**src/rtl/dot5_seq_ctrl_if.sv**
```systemverilog
`default_nettype none
// +-------------------------------------------------------------------------+
// | dot5_seq_ctrl_if : job, chunk, datapath and result bundle for            |
// |                    dot5_seq_ctrl                                         |
// | Revision: 1.0                                                            |
// +-------------------------------------------------------------------------+
interface dot5_seq_ctrl_if #(
  parameter int LEN_W = 10,
  parameter int ACC_W = 32
);
  logic             start_vld;
  logic             start_rdy;
  logic [LEN_W-1:0] start_len;
  logic             in_vld;
  logic             in_rdy;
  logic [39:0]      in_a;
  logic [39:0]      in_b;
  logic [39:0]      dp_a;
  logic [39:0]      dp_b;
  logic [17:0]      dp_dout;
  logic             res_vld;
  logic             res_rdy;
  logic [ACC_W-1:0] res_data;
  logic             res_ovf;
  logic             busy;

  modport slave (
    input  start_vld, start_len, in_vld, in_a, in_b, dp_dout, res_rdy,
    output start_rdy, in_rdy, dp_a, dp_b, res_vld, res_data, res_ovf, busy
  );

  modport master (
    output start_vld, start_len, in_vld, in_a, in_b, dp_dout, res_rdy,
    input  start_rdy, in_rdy, dp_a, dp_b, res_vld, res_data, res_ovf, busy
  );
endinterface
`default_nettype wire

```
**src/rtl/dot5_seq_ctrl.sv**
```systemverilog
`default_nettype none
// +-------------------------------------------------------------------------+
// | dot5_seq_ctrl : job sequencer and accumulator for the sum-of-5 signed    |
// |                 8x8 dot-product datapath. DOT5_SEQ_SAT_EN = saturating.  |
// | Revision: 1.0                                                            |
// +-------------------------------------------------------------------------+
module dot5_seq_ctrl #(
  parameter int DP_LAT = 3,
  parameter int LEN_W  = 10,
  parameter int ACC_W  = 32
) (
  input wire             clk,
  input wire             rst_n,
  dot5_seq_ctrl_if.slave bus
);
  localparam logic [1:0] S_IDLE  = 2'd0;
  localparam logic [1:0] S_RUN   = 2'd1;
  localparam logic [1:0] S_DRAIN = 2'd2;
  localparam logic [1:0] S_DONE  = 2'd3;

  localparam logic [LEN_W-1:0] LEN_ONE = LEN_W'(1);

  logic [1:0]       r_state;
  logic [LEN_W-1:0] r_len;
  logic [LEN_W-1:0] r_issued;
  logic [LEN_W-1:0] r_retired;
  logic [DP_LAT:0]  r_vpipe;
  logic [39:0]      r_dp_a;
  logic [39:0]      r_dp_b;
  logic [ACC_W-1:0] r_acc;
  logic             r_ovf;

  logic             w_start;
  logic             w_in_rdy;
  logic             w_accept;
  logic             w_last;
  logic             w_retire;
  logic             w_drained;
  logic [LEN_W-1:0] w_retired_nxt;
  logic [ACC_W-1:0] w_dout_ext;
  logic [ACC_W-1:0] w_acc_nxt;
  logic             w_ovf_nxt;

  assign w_start       = (r_state == S_IDLE) & bus.start_vld;
  assign w_in_rdy      = (r_state == S_RUN) && (r_issued < r_len);
  assign w_accept      = bus.in_vld & w_in_rdy;
  assign w_last        = w_accept && ((r_issued + LEN_ONE) == r_len);
  assign w_retire      = r_vpipe[DP_LAT];
  assign w_retired_nxt = r_retired + (w_retire ? LEN_ONE : '0);
  // Look one cycle ahead so DONE is entered right after the final retire.
  assign w_drained     = ~|r_vpipe[DP_LAT-1:0] && (r_issued == w_retired_nxt);
  assign w_dout_ext    = {{(ACC_W-18){bus.dp_dout[17]}}, bus.dp_dout};

`ifdef DOT5_SEQ_SAT_EN
  logic [ACC_W:0] w_sum;

  assign w_sum = {r_acc[ACC_W-1], r_acc} + {w_dout_ext[ACC_W-1], w_dout_ext};

  always_comb begin
    w_acc_nxt = w_sum[ACC_W-1:0];
    w_ovf_nxt = 1'b0;
    if (w_sum[ACC_W] != w_sum[ACC_W-1]) begin
      w_ovf_nxt = 1'b1;
      w_acc_nxt = w_sum[ACC_W] ? {1'b1, {(ACC_W-1){1'b0}}} : {1'b0, {(ACC_W-1){1'b1}}};
    end
  end
`else
  assign w_acc_nxt = r_acc + w_dout_ext;
  assign w_ovf_nxt = 1'b0;
`endif

  always_ff @(posedge clk) begin
    if (!rst_n) begin
      r_state   <= S_IDLE;
      r_len     <= '0;
      r_issued  <= '0;
      r_retired <= '0;
      r_vpipe   <= '0;
      r_dp_a    <= '0;
      r_dp_b    <= '0;
      r_acc     <= '0;
      r_ovf     <= 1'b0;
    end else begin
      r_dp_a  <= w_accept ? bus.in_a : '0;
      r_dp_b  <= w_accept ? bus.in_b : '0;
      r_vpipe <= {r_vpipe[DP_LAT-1:0], w_accept};
      if (w_start) begin
        r_len     <= bus.start_len;
        r_issued  <= '0;
        r_retired <= '0;
        r_acc     <= '0;
        r_ovf     <= 1'b0;
        r_state   <= (bus.start_len != '0) ? S_RUN : S_DRAIN;
      end else begin
        if (w_accept) begin
          r_issued <= r_issued + LEN_ONE;
        end
        if (w_retire) begin
          r_retired <= w_retired_nxt;
          r_acc     <= w_acc_nxt;
          r_ovf     <= r_ovf | w_ovf_nxt;
        end
        case (r_state)
          S_RUN:   if (w_last)      r_state <= S_DRAIN;
          S_DRAIN: if (w_drained)   r_state <= S_DONE;
          S_DONE:  if (bus.res_rdy) r_state <= S_IDLE;
          default: r_state <= S_IDLE;
        endcase
      end
    end
  end

  assign bus.start_rdy = (r_state == S_IDLE);
  assign bus.busy      = (r_state != S_IDLE);
  assign bus.in_rdy    = w_in_rdy;
  assign bus.dp_a      = r_dp_a;
  assign bus.dp_b      = r_dp_b;
  assign bus.res_vld   = (r_state == S_DONE);
  assign bus.res_data  = r_acc;
  assign bus.res_ovf   = r_ovf;
endmodule
`default_nettype wire

```
**src/flat_wrapper.sv**
```systemverilog
// flat-port wrapper written by rule: the top's interface ports become plain ports
module dot5_seq_ctrl_flat 
#(
  parameter int DP_LAT = 3,
  parameter int LEN_W  = 10,
  parameter int ACC_W  = 32
)
  (clk, rst_n, bus_start_vld, bus_start_len, bus_in_vld, bus_in_a, bus_in_b, bus_dp_dout, bus_res_rdy, bus_start_rdy, bus_in_rdy, bus_dp_a, bus_dp_b, bus_res_vld, bus_res_data, bus_res_ovf, bus_busy);
  dot5_seq_ctrl_if #(.LEN_W(LEN_W), .ACC_W(ACC_W)) bus_i ();
  input wire clk;
  input wire rst_n;
  input wire logic [$bits(bus_i.start_vld)-1:0] bus_start_vld;
  input wire logic [$bits(bus_i.start_len)-1:0] bus_start_len;
  input wire logic [$bits(bus_i.in_vld)-1:0] bus_in_vld;
  input wire logic [$bits(bus_i.in_a)-1:0] bus_in_a;
  input wire logic [$bits(bus_i.in_b)-1:0] bus_in_b;
  input wire logic [$bits(bus_i.dp_dout)-1:0] bus_dp_dout;
  input wire logic [$bits(bus_i.res_rdy)-1:0] bus_res_rdy;
  output wire logic [$bits(bus_i.start_rdy)-1:0] bus_start_rdy;
  output wire logic [$bits(bus_i.in_rdy)-1:0] bus_in_rdy;
  output wire logic [$bits(bus_i.dp_a)-1:0] bus_dp_a;
  output wire logic [$bits(bus_i.dp_b)-1:0] bus_dp_b;
  output wire logic [$bits(bus_i.res_vld)-1:0] bus_res_vld;
  output wire logic [$bits(bus_i.res_data)-1:0] bus_res_data;
  output wire logic [$bits(bus_i.res_ovf)-1:0] bus_res_ovf;
  output wire logic [$bits(bus_i.busy)-1:0] bus_busy;
  assign bus_i.start_vld = bus_start_vld;
  assign bus_i.start_len = bus_start_len;
  assign bus_i.in_vld = bus_in_vld;
  assign bus_i.in_a = bus_in_a;
  assign bus_i.in_b = bus_in_b;
  assign bus_i.dp_dout = bus_dp_dout;
  assign bus_i.res_rdy = bus_res_rdy;
  assign bus_start_rdy = bus_i.start_rdy;
  assign bus_in_rdy = bus_i.in_rdy;
  assign bus_dp_a = bus_i.dp_a;
  assign bus_dp_b = bus_i.dp_b;
  assign bus_res_vld = bus_i.res_vld;
  assign bus_res_data = bus_i.res_data;
  assign bus_res_ovf = bus_i.res_ovf;
  assign bus_busy = bus_i.busy;
  dot5_seq_ctrl #(.DP_LAT(DP_LAT), .LEN_W(LEN_W), .ACC_W(ACC_W)) u_core (.clk(clk), .rst_n(rst_n), .bus(bus_i));
endmodule
```
**config.mk**
```make
export PLATFORM = sky130hd
export DESIGN_NAME = dot5_seq_ctrl_flat
export DESIGN_NICKNAME = d
export VERILOG_FILES = /design/src/rtl/dot5_seq_ctrl_if.sv /design/src/rtl/dot5_seq_ctrl.sv /design/src/flat_wrapper.sv
export SDC_FILE = /design/constraint.sdc
export NUM_CORES = 1
export LEC_CHECK = 0
export BUFFER_PORTS_ARGS = -buffer_cell sky130_fd_sc_hd__buf_2
export CAP_MARGIN = 5
export CORE_MARGIN = 2
export CORE_UTILIZATION = 51
export CTS_CLUSTER_SIZE = 28
export DETAILED_ROUTE_END_ITERATION = 6
export GPL_ROUTABILITY_DRIVEN = 0
export MAX_ROUTING_LAYER = met4
export PLACE_DENSITY = 0.8
export SLEW_MARGIN = 0
export SYNTH_ARGS = -nofsm -noshare
export SYNTH_HDL_FRONTEND = slang
export SYNTH_SLANG_ARGS = --single-unit
```
**constraint.sdc**
```tcl
create_clock -name clk -period 3.3 [get_ports clk]
set_input_delay 0.33 -clock clk [delete_from_list [all_inputs] [get_ports clk]]
set_output_delay 0.33 -clock clk [all_outputs]
set_load 0.02 [all_outputs]
```
Word-level counts from Yosys, hierarchy flattened
Index checks and enable logic that the tools add are counted.
- output and inout port bits: 117
- word-level logic and storage cells: 41
- register bits: 148
- equality and inequality tests: 8
- add/sub/neg operators: 3
- muxes and demuxes: 7
- reductions and logical operators: 11
- bitwise operators: 3
- magnitude comparators: 1
- operator list (operator ; number):
    $add 32x32->32 ; 1
    $eq 10x10->1 ; 2
    $add 10x1->10 const B ; 1
    $add 10x10->10 ; 1
    $lt 10x10->1 ; 1
    $mux 2 ; 5
    $reduce_bool 10->1 ; 1
    $ne 3x1->1 const B ; 2
    $pmux 2 s3 ; 1
    $eq 2x2->1 const B ; 2
    $logic_and 1x1->1 ; 3
    $ne 3x2->1 const B ; 1
    $reduce_and 3->1 ; 1
    $reduce_or 3->1 ; 1
    $and 1x1->1 ; 2
    $eq 2x1->1 const B ; 1
    $logic_not 2->1 ; 1
    $reduce_and 2->1 ; 1
    $reduce_bool 2->1 ; 1
    $reduce_or 2->1 ; 1
    $logic_not 1->1 ; 1
    $mux 1 ; 1
    $not 1->1 ; 1

Logic depth before layout (Yosys ltp)
Gate-level depths: netlist of run 1.
- depth after elaboration: 7
- gate-level depth with buffers: 12

Worst setup path after synthesis of run 1
Ideal clock, no wire load.
- path kind: register to register
- start point: reg u_core.r_acc[0] (netlist: u_core.bus.res_data[0])
- end point: reg u_core.r_acc[30] (netlist: u_core.bus.res_data[30])
- path buffers: 0
- stages on the path, launching flop included: 13
- data required time: 3173 ps
- path slack: 625 ps
- data arrival time: 2548 ps
- setup time: 127 ps
- cell sequence: dfxtp_1 > ha_1 > inv_1 > fa_1 > nor2b_1 > o31a_1 > nor4_2 > o21ai_2 > a21oi_4 > o21ai_2 > a311o_1 > a31oi_1 > or3_1
- longest elaborated chain between the ends: 1
- ends and longest elaborated chain (element ; RTL line ; RTL):
    start, declared ; dot5_seq_ctrl.sv:30 ; logic [ACC_W-1:0] r_acc;
    start signal, assigned ; dot5_seq_ctrl.sv:100 ; r_acc <= w_acc_nxt;
    $add 32x32->32 ; dot5_seq_ctrl.sv:68 ; assign w_acc_nxt = r_acc + w_dout_ext;
No other way between the ends.
A chain may end at the register's enable or synchronous reset.

Final worst setup path of run 1
- start point: reg u_core.r_issued[1]
- end point: reg u_core.r_state[1]
- longest elaborated chain between the ends: 6
- elaborated cells between the ends (all ways): 11
- those cells by class: add/sub: 1; order compare: 1; eq/ne: 4; bitwise: 1; reduce/logical: 4
- ends and longest elaborated chain (element ; RTL line ; RTL):
    start, declared ; dot5_seq_ctrl.sv:25 ; logic [LEN_W-1:0] r_issued;
    start signal, assigned ; dot5_seq_ctrl.sv:96 ; r_issued <= r_issued + LEN_ONE;
    parallel branches: the longest is 5 deep, another holds $add 10x1->10 ; -- ;
    $reduce_and 3->1 (no line) (*) ; -- ;
    end signal, assigned ; dot5_seq_ctrl.sv:93 ; r_state <= (bus.start_len != '0) ? S_RUN : S_DRAIN;
    end, declared ; dot5_seq_ctrl.sv:23 ; logic [1:0] r_state;
Every way passes the cells marked *.

==> results.toml, run 1 <==
[logic_synthesis]
ys_async_sr_fraction_pct = 0
synth_enable_flop_cells = 0
synth.yosys.seq_area_share_pct = 41.00
synthFlopType = "dfxtp_1"
synth_warn = 0
yosysUniqueCellTypes = 69
synth_cell_area_um2 = 7227
synth.net_count = 962
ys_ff_latch = 148
mapped_cells = 799
synth.avg_cell_area_um2 = 9.045

[worst_setup_path]
startpoint_type = "register"
cp.required_ns = 3.60
reg2reg_slack_ns = 0.54
arrival_ns = 3.06
worstSetupEndpointType = "register"
worstPathMaxFanout = 15
timing.setup.critical_path_class = "register to register"

[timing]
skew_ns = 0.01023
max_clock_freq_mhz = 362.1
relSlewSlack_pct = 47.56
hold-worst-slack_ns = 0.1049
grt_setup_unrepaired = "no"
finalWorstPathRequiredPeriod_ns = 2.762
timing.final.ws_setup_ns = 0.5381
final-max-slew-violation-count = 0
worst_slew_pin_slew_ns = 0.7837
setup_viol = 0
timing.final.crit_share_pct = 83.69
finalHoldViolCount = 0
timing.setup.tns_ns = 0

[place]
port_buffers = 228
place.detailed.hpwl_um = 13320
post-place-ws_ns = 0.4132

[drt]
detail_route.drc_violations = 0
route.detailed.wl_per_inst_um = 14.65
detail-route-antenna-nets = 0
drt_iter0_markers = 296
firstDrtPassIters = 5
routed_wirelength_um = 17680
vias = 6234
vias_per_cell = 5.165

[pwr]
power_leakage_nw = 4.324
vdd.ir_drop.worst_v = 0.0004228
power.density_nw_per_um2 = 478.7

[global_route]
antenna_violations_before_repair = 0
grt_start_max_net_pins = 82
grt_pass1_wl_um = 27510
overflow = 0
grtUsageTotal_pct = 24.01
grt_pass1_vias = 5851

[cts]
cts.htree.levels = 4
cts_hold_repair.buffers = 0
cts_resized = 0
post_cts_buffers = 0
cts_tree = "built"
root_buffer = "clkbuf_16"
cts_buffers = 17
clkLatencyLatePin_ns = 0.42
clock_sinks = 148
cts_buffer_depth = 2
clkTransAtPathRegs_ns = 0.06

[die]
num_io_pins = 230
die_w_um = 123.0
initial_utilization_pct = 52.06
dieHeight_um = 123.0
core_ar_um2 = 13880
placementRows = 43
design.die.area_um2 = 15140

[layout]
final_core_utilization_pct = 65.73
synth_to_layout_area_growth_pct = 26.25
insertedDiodeCount = 0
final_layout_size_suffix_gt1_share_pct = 27.07
nNetsFinal = 1177

[status]
status = "completed"

[hold_path]
worst_hold_class = "primary input to register"

[job]
max_cap_viol_count = 0
logic make-up (layout without fill, tap and decap cells):
family / count (synthesis) / after routing / synth area share, %
adders and majority gates: 50 / 50 / 8.760
muxes: 24 / 24 / 3.341
other: 1 / 1 / 0.05189
DFF: 148 / 148 / 41.00
AOI/OAI and AO/OA: 143 / 143 / 13.59
xor gates and xnor gates: 54 / 54 / 6.544
and+or+nand+nor: 315 / 315 / 23.15
buffers and inverters: 64 / 292 / 3.567
layout make-up:
cell class | instances | area [um2]
Clock buffer | 18 | 429.2
Clock inverter | 14 | 190.2
Fill cell | 1234 | 4757
Inverter | 28 | 105.1
Multi-Input combinational cell | 587 | 4014
Sequential cell | 148 | 2964
Tap cell | 180 | 225.2
Timing Repair Buffer | 232 | 1196
synthesized netlist by cell type, drive strengths merged, types with 23 or more instances:
master | n | share of area [%]
nand2 | 65 | 3.4
ha | 49 | 8.5
and2 | 87 | 7.5
nor2 | 64 | 3.3
a21oi | 44 | 3.3
dfxtp | 148 | 41
mux2i | 23 | 3.2
o21ai | 32 | 2.3
inv | 28 | 1.5
xnor2 | 36 | 4.4
clkbuf | 27 | 1.4
per-stage QoR:
step / std cells / cell area, um2 / total power [W]
after floorplan: 799 / 7227 / 0.002201
after global placement: 1175 / 8504 / 0.002372
after detailed placement: 1175 / 8504 / 0.002384
after CTS: 1207 / 9124 / 0.004416
after global routing: 1207 / 9124 / 0.004547
final: 1207 / 9124 / 0.004368
path summary, 6_finish.rpt:
path,startpoint,endpoint,cells past startpoint
worst min-delay path,bus_in_a[10],u_core.bus.dp_a[10],2
worst max-delay path,u_core.r_issued[1],u_core.r_state[1],10
worst min register to register,u_core.r_vpipe[2],u_core.r_vpipe[3],1
worst max register to register,u_core.r_issued[1],u_core.r_state[1],10
sequential cells by signal, indices dropped and copies added, names as in the netlist:
signal and count:
u_core.bus.dp_a 40, u_core.bus.dp_b 40, u_core.bus.res_data 32, u_core.r_issued 10
u_core.r_len 10, u_core.r_retired 10, u_core.r_state 2, u_core.r_vpipe 4
power breakdown:
| part | internal (W) | switching (W) | leakage [nW] |
|---|---|---|---|
| logic | 0.000195 | 0.000286 | 2.83 |
| clock network | 0.00122 | 0.000807 | 0.301 |
| registers | 0.00184 | 0.0000262 | 1.20 |
| total | 0.00325 | 0.00112 | 4.32 |
metal layers:
layer	global-route usage, %	vias up	wire length, um
li1	-	3195	-
met1	27.66	2849	7528
met2	40.12	172	8728
met3	7.565	18	1210
met4	7.173	0	217
met5	-	-	0
cell usage in the layout (no fill, tap or decap), types with 3 or more instances in the layout:
| cell | synthesis | routed |
|---|---|---|
| nand2b_1 | 5 | 5 |
| o21bai_1 | 3 | 3 |
| mux2i_1 | 23 | 23 |
| and2_1 | 87 | 87 |
| ha_1 | 49 | 49 |
| nor3b_1 | 5 | 5 |
| nand4_1 | 9 | 9 |
| nor4_1 | 4 | 4 |
| a31oi_1 | 8 | 8 |
| a21o_1 | 13 | 13 |
| xor2_1 | 18 | 18 |
| xnor2_1 | 36 | 36 |
| nand3_1 | 17 | 17 |
| o21ai_1 | 5 | 5 |
| bufinv_16 | 0 | 3 |
| nor2_1 | 64 | 63 |
| inv_6 | 0 | 6 |
| inv_1 | 28 | 28 |
| o21a_1 | 6 | 6 |
| dfxtp_1 | 148 | 147 |
| or3_1 | 6 | 6 |
| a21oi_1 | 42 | 42 |
| nand3b_1 | 9 | 9 |
| nand2_1 | 65 | 65 |
| nor2b_1 | 11 | 11 |
| o21ai_0 | 25 | 25 |
| o41ai_1 | 3 | 3 |
| nor3_1 | 10 | 10 |
| a211oi_1 | 3 | 3 |
| clkbuf_16 | 0 | 17 |
| o211ai_1 | 5 | 5 |
| and3_1 | 12 | 12 |
| buf_2 | 5 | 228 |
worst max-delay path, cell delays in order (launching register included):
cell and delay [ns]:
dfxtp_1 0.45, ha_1 0.27, nor2b_1 0.13, o21a_1 0.16
o211ai_1 0.16, nand3_1 0.10, a21oi_1 0.23, nand2_1 0.41
o32ai_1 0.42, a21oi_1 0.17, mux2i_1 0.15
No activity file was read; power rests on OpenSTA's default activity.
==> run 2: changes to the inputs <==
--- a/config.mk
+++ b/config.mk
@@ -8,12 +8,12 @@
 export BUFFER_PORTS_ARGS = -buffer_cell sky130_fd_sc_hd__buf_2
 export CAP_MARGIN = 5
 export CORE_MARGIN = 2
-export CORE_UTILIZATION = 51
+export CORE_UTILIZATION = 46
 export CTS_CLUSTER_SIZE = 28
 export DETAILED_ROUTE_END_ITERATION = 6
 export GPL_ROUTABILITY_DRIVEN = 0
 export MAX_ROUTING_LAYER = met4
-export PLACE_DENSITY = 0.8
+export PLACE_DENSITY = 0.76
 export SLEW_MARGIN = 0
 export SYNTH_ARGS = -nofsm -noshare
 export SYNTH_HDL_FRONTEND = slang
==> constraint.sdc (replaced) <==
create_clock -name clk -period 2.5 [get_ports clk]
set_input_delay 0.25 -clock clk [delete_from_list [all_inputs] [get_ports clk]]
set_output_delay 0.25 -clock clk [all_outputs]
set_load 0.02 [all_outputs]
==> results.toml, run 2 (same netlist as run 1, synthesis figures left out) <==
[worst_setup_path]
ff2ff_path_depth = 12
startpoint_type = "register"
worstSetupEndpointType = "register"
cp.required_ns = 2.81
startpoint = "u_core.bus.res_data[0]"
reg2reg_slack_ns = -0.06
worstPathMaxFanout = 3
regToRegStartpoint = "u_core.bus.res_data[0]"
critical_path.reg2reg.endpoint = "u_core.bus.res_data[31]"
timing.setup.critical_path_class = "register to register"
arrival_ns = 2.87

[timing]
grt_setup_unrepaired = "yes"
max_clock_freq_mhz = 390.5
worst_slew_pin_slew_ns = 0.7154
finalHoldViolCount = 0
final-max-slew-violation-count = 0
timing.final.ws_setup_ns = -0.06056
timing.final.crit_share_pct = 102.4
skew_ns = 0.01672
relSlewSlack_pct = 52.31
setup_viol = 8
timing.setup.tns_ns = -0.2788
finalWorstPathRequiredPeriod_ns = 2.561

[layout]
n_fill_cell = 1248
nNetsFinal = 1248
synth_to_layout_area_growth_pct = 38.90
final_common_cell = "buf_2"
mostFrequentLayoutCells = "buf_2, dfxtp_1, and2_1"
final_layout_size_suffix_gt1_share_pct = 35.34

[pwr]
power.combinational.fraction_pct = 13.1
vdd.ir_drop.worst_v = 0.0004662
finalPower_w = 0.005732
power_switching_w = 0.001542
power.density_nw_per_um2 = 571.0
clock_power_share_pct = 44.0
power_frac_seq_pct = 42.9
power_leakage_nw = 4.724
internal_power_w = 0.004190
fraction_of_power_spent_switching_nets_pct = 26.90

[die]
initial_utilization_pct = 47.36
die_w_um = 129.3
placementRows = 45
dieHeight_um = 129.3
num_io_pins = 230
design.die.area_um2 = 16730
core_ar_um2 = 15260

[global_route]
grt_pass1_vias = 6378
overflow = 0
grtUsageTotal_pct = 23.79
grt_start_max_net_pins = 61
grt_pass1_wl_um = 30440
antenna_violations_before_repair = 1

[hold_path]
hold_end = "u_core.bus.dp_b[9]"
worst_hold_class = "primary input to register"
min_path_cells = 2
holdCritStartpoint = "bus_in_b[9]"

[cts]
clkLatencyLatePin_ns = 0.42
cts_tree = "built"
cts_buffers = 17
cts.htree.levels = 4
clock_sinks = 148
cts_buffer_depth = 2
cts_hold_repair.buffers = 0
root_buffer = "clkbuf_16"
clkTransAtPathRegs_ns = 0.07

[drt]
vias_per_cell = 5.134
detail-route-antenna-nets = 0
drt_iter0_markers = 390
routed_wirelength_um = 20020
detail_route.drc_violations = 0
vias = 6726
route.detailed.wl_per_inst_um = 15.28
firstDrtPassIters = 5

[place]
place.detailed.hpwl_um = 14520
port_buffers = 228

[status]
status = "finished, violations left"
failing_checks = "negative setup slack"

[job]
max_cap_viol_count = 0
[run 2: worst max path at each step]
stage	end	depth (start not counted)	slack (ns)
after global placement	u_core.bus.res_data[30]	13	-0.08
after global routing	u_core.bus.res_data[24]	11	-0.22
final	u_core.bus.res_data[31]	12	-0.06
after detailed placement	u_core.bus.res_data[10]	14	-0.13
after floorplan	u_core.bus.res_data[30]	12	-0.07
after CTS	u_core.bus.res_data[30]	12	-0.01
[run 2: power by group through the flow]
| stage | sequential, W | combinational [W] | clock, W |
|---|---|---|---|
| 2_1_floorplan | 0.00256 | 0.000349 | 0 |
| 3_3_place_gp | 0.00251 | 0.000669 | 0 |
| 3_5_place_dp | 0.00251 | 0.000676 | 0 |
| 4_1_cts | 0.00246 | 0.000689 | 0.00258 |
| 5_1_grt | 0.00247 | 0.000823 | 0.00269 |
| 6_report | 0.00246 | 0.000750 | 0.00252 |
[run 2: what timing repair did]
action | CTS | global route
setup buffers | 2 | 8
pin swaps | 7 | 33
cloned | 0 | 4
gates resized for setup | 15 | 33
setup endpoints to repair | 8 | 101
[run 2: area by class of cell]
class | count | area, um2 | area share [%]
antenna | 1 | 2.502 | 0.02493
multi-input combinational | 587 | 4269 | 42.53
tap | 211 | 264.0 | 2.630
clock buffer | 19 | 442.9 | 4.412
timing repair buffer | 303 | 1837 | 18.30
inverter | 28 | 105.1 | 1.047
clock inverter | 13 | 142.6 | 1.421
sequential | 148 | 2975 | 29.64
[run 2: critical path, cell delays in order, from the launching register on]
cell and delay [ns]:
dfxtp_4 0.35, ha_4 0.16, buf_4 0.13, buf_4 0.12, a21o_4 0.22, a2111oi_4 0.42
o311ai_4 0.13, nand3_2 0.14, a21oi_4 0.09, a211oi_4 0.26, o2111a_1 0.22, o21ai_1 0.06
nor3b_2 0.16
[run 2: layer usage]
metal	global-route usage, %	wire (um)	vias up
li1	-	-	3334
met1	26.94	8215	3160
met2	39.32	10030	202
met3	8.340	1422	30
met4	7.801	352	0
met5	-	0	-
[run 2: per-stage QoR]
| step | hold WS, ns | setup slack, ns | instances | cell area (um2) | utilization [%] |
|---|---|---|---|---|---|
| 2_1_floorplan | 0.3717 | -0.07065 | 799 | 7249 | - |
| 3_3_place_gp | 0.4419 | -0.07549 | 1263 | 8994 | 58.94 |
| 3_5_place_dp | 0.4500 | -0.1266 | 1263 | 8994 | 58.94 |
| 4_1_cts | 0.003580 | -0.01450 | 1297 | 9694 | 63.53 |
| 5_1_grt | 0.005465 | -0.2223 | 1310 | 10040 | 65.79 |
| 6_report | 0.01940 | -0.06056 | 1310 | 10040 | 65.79 |
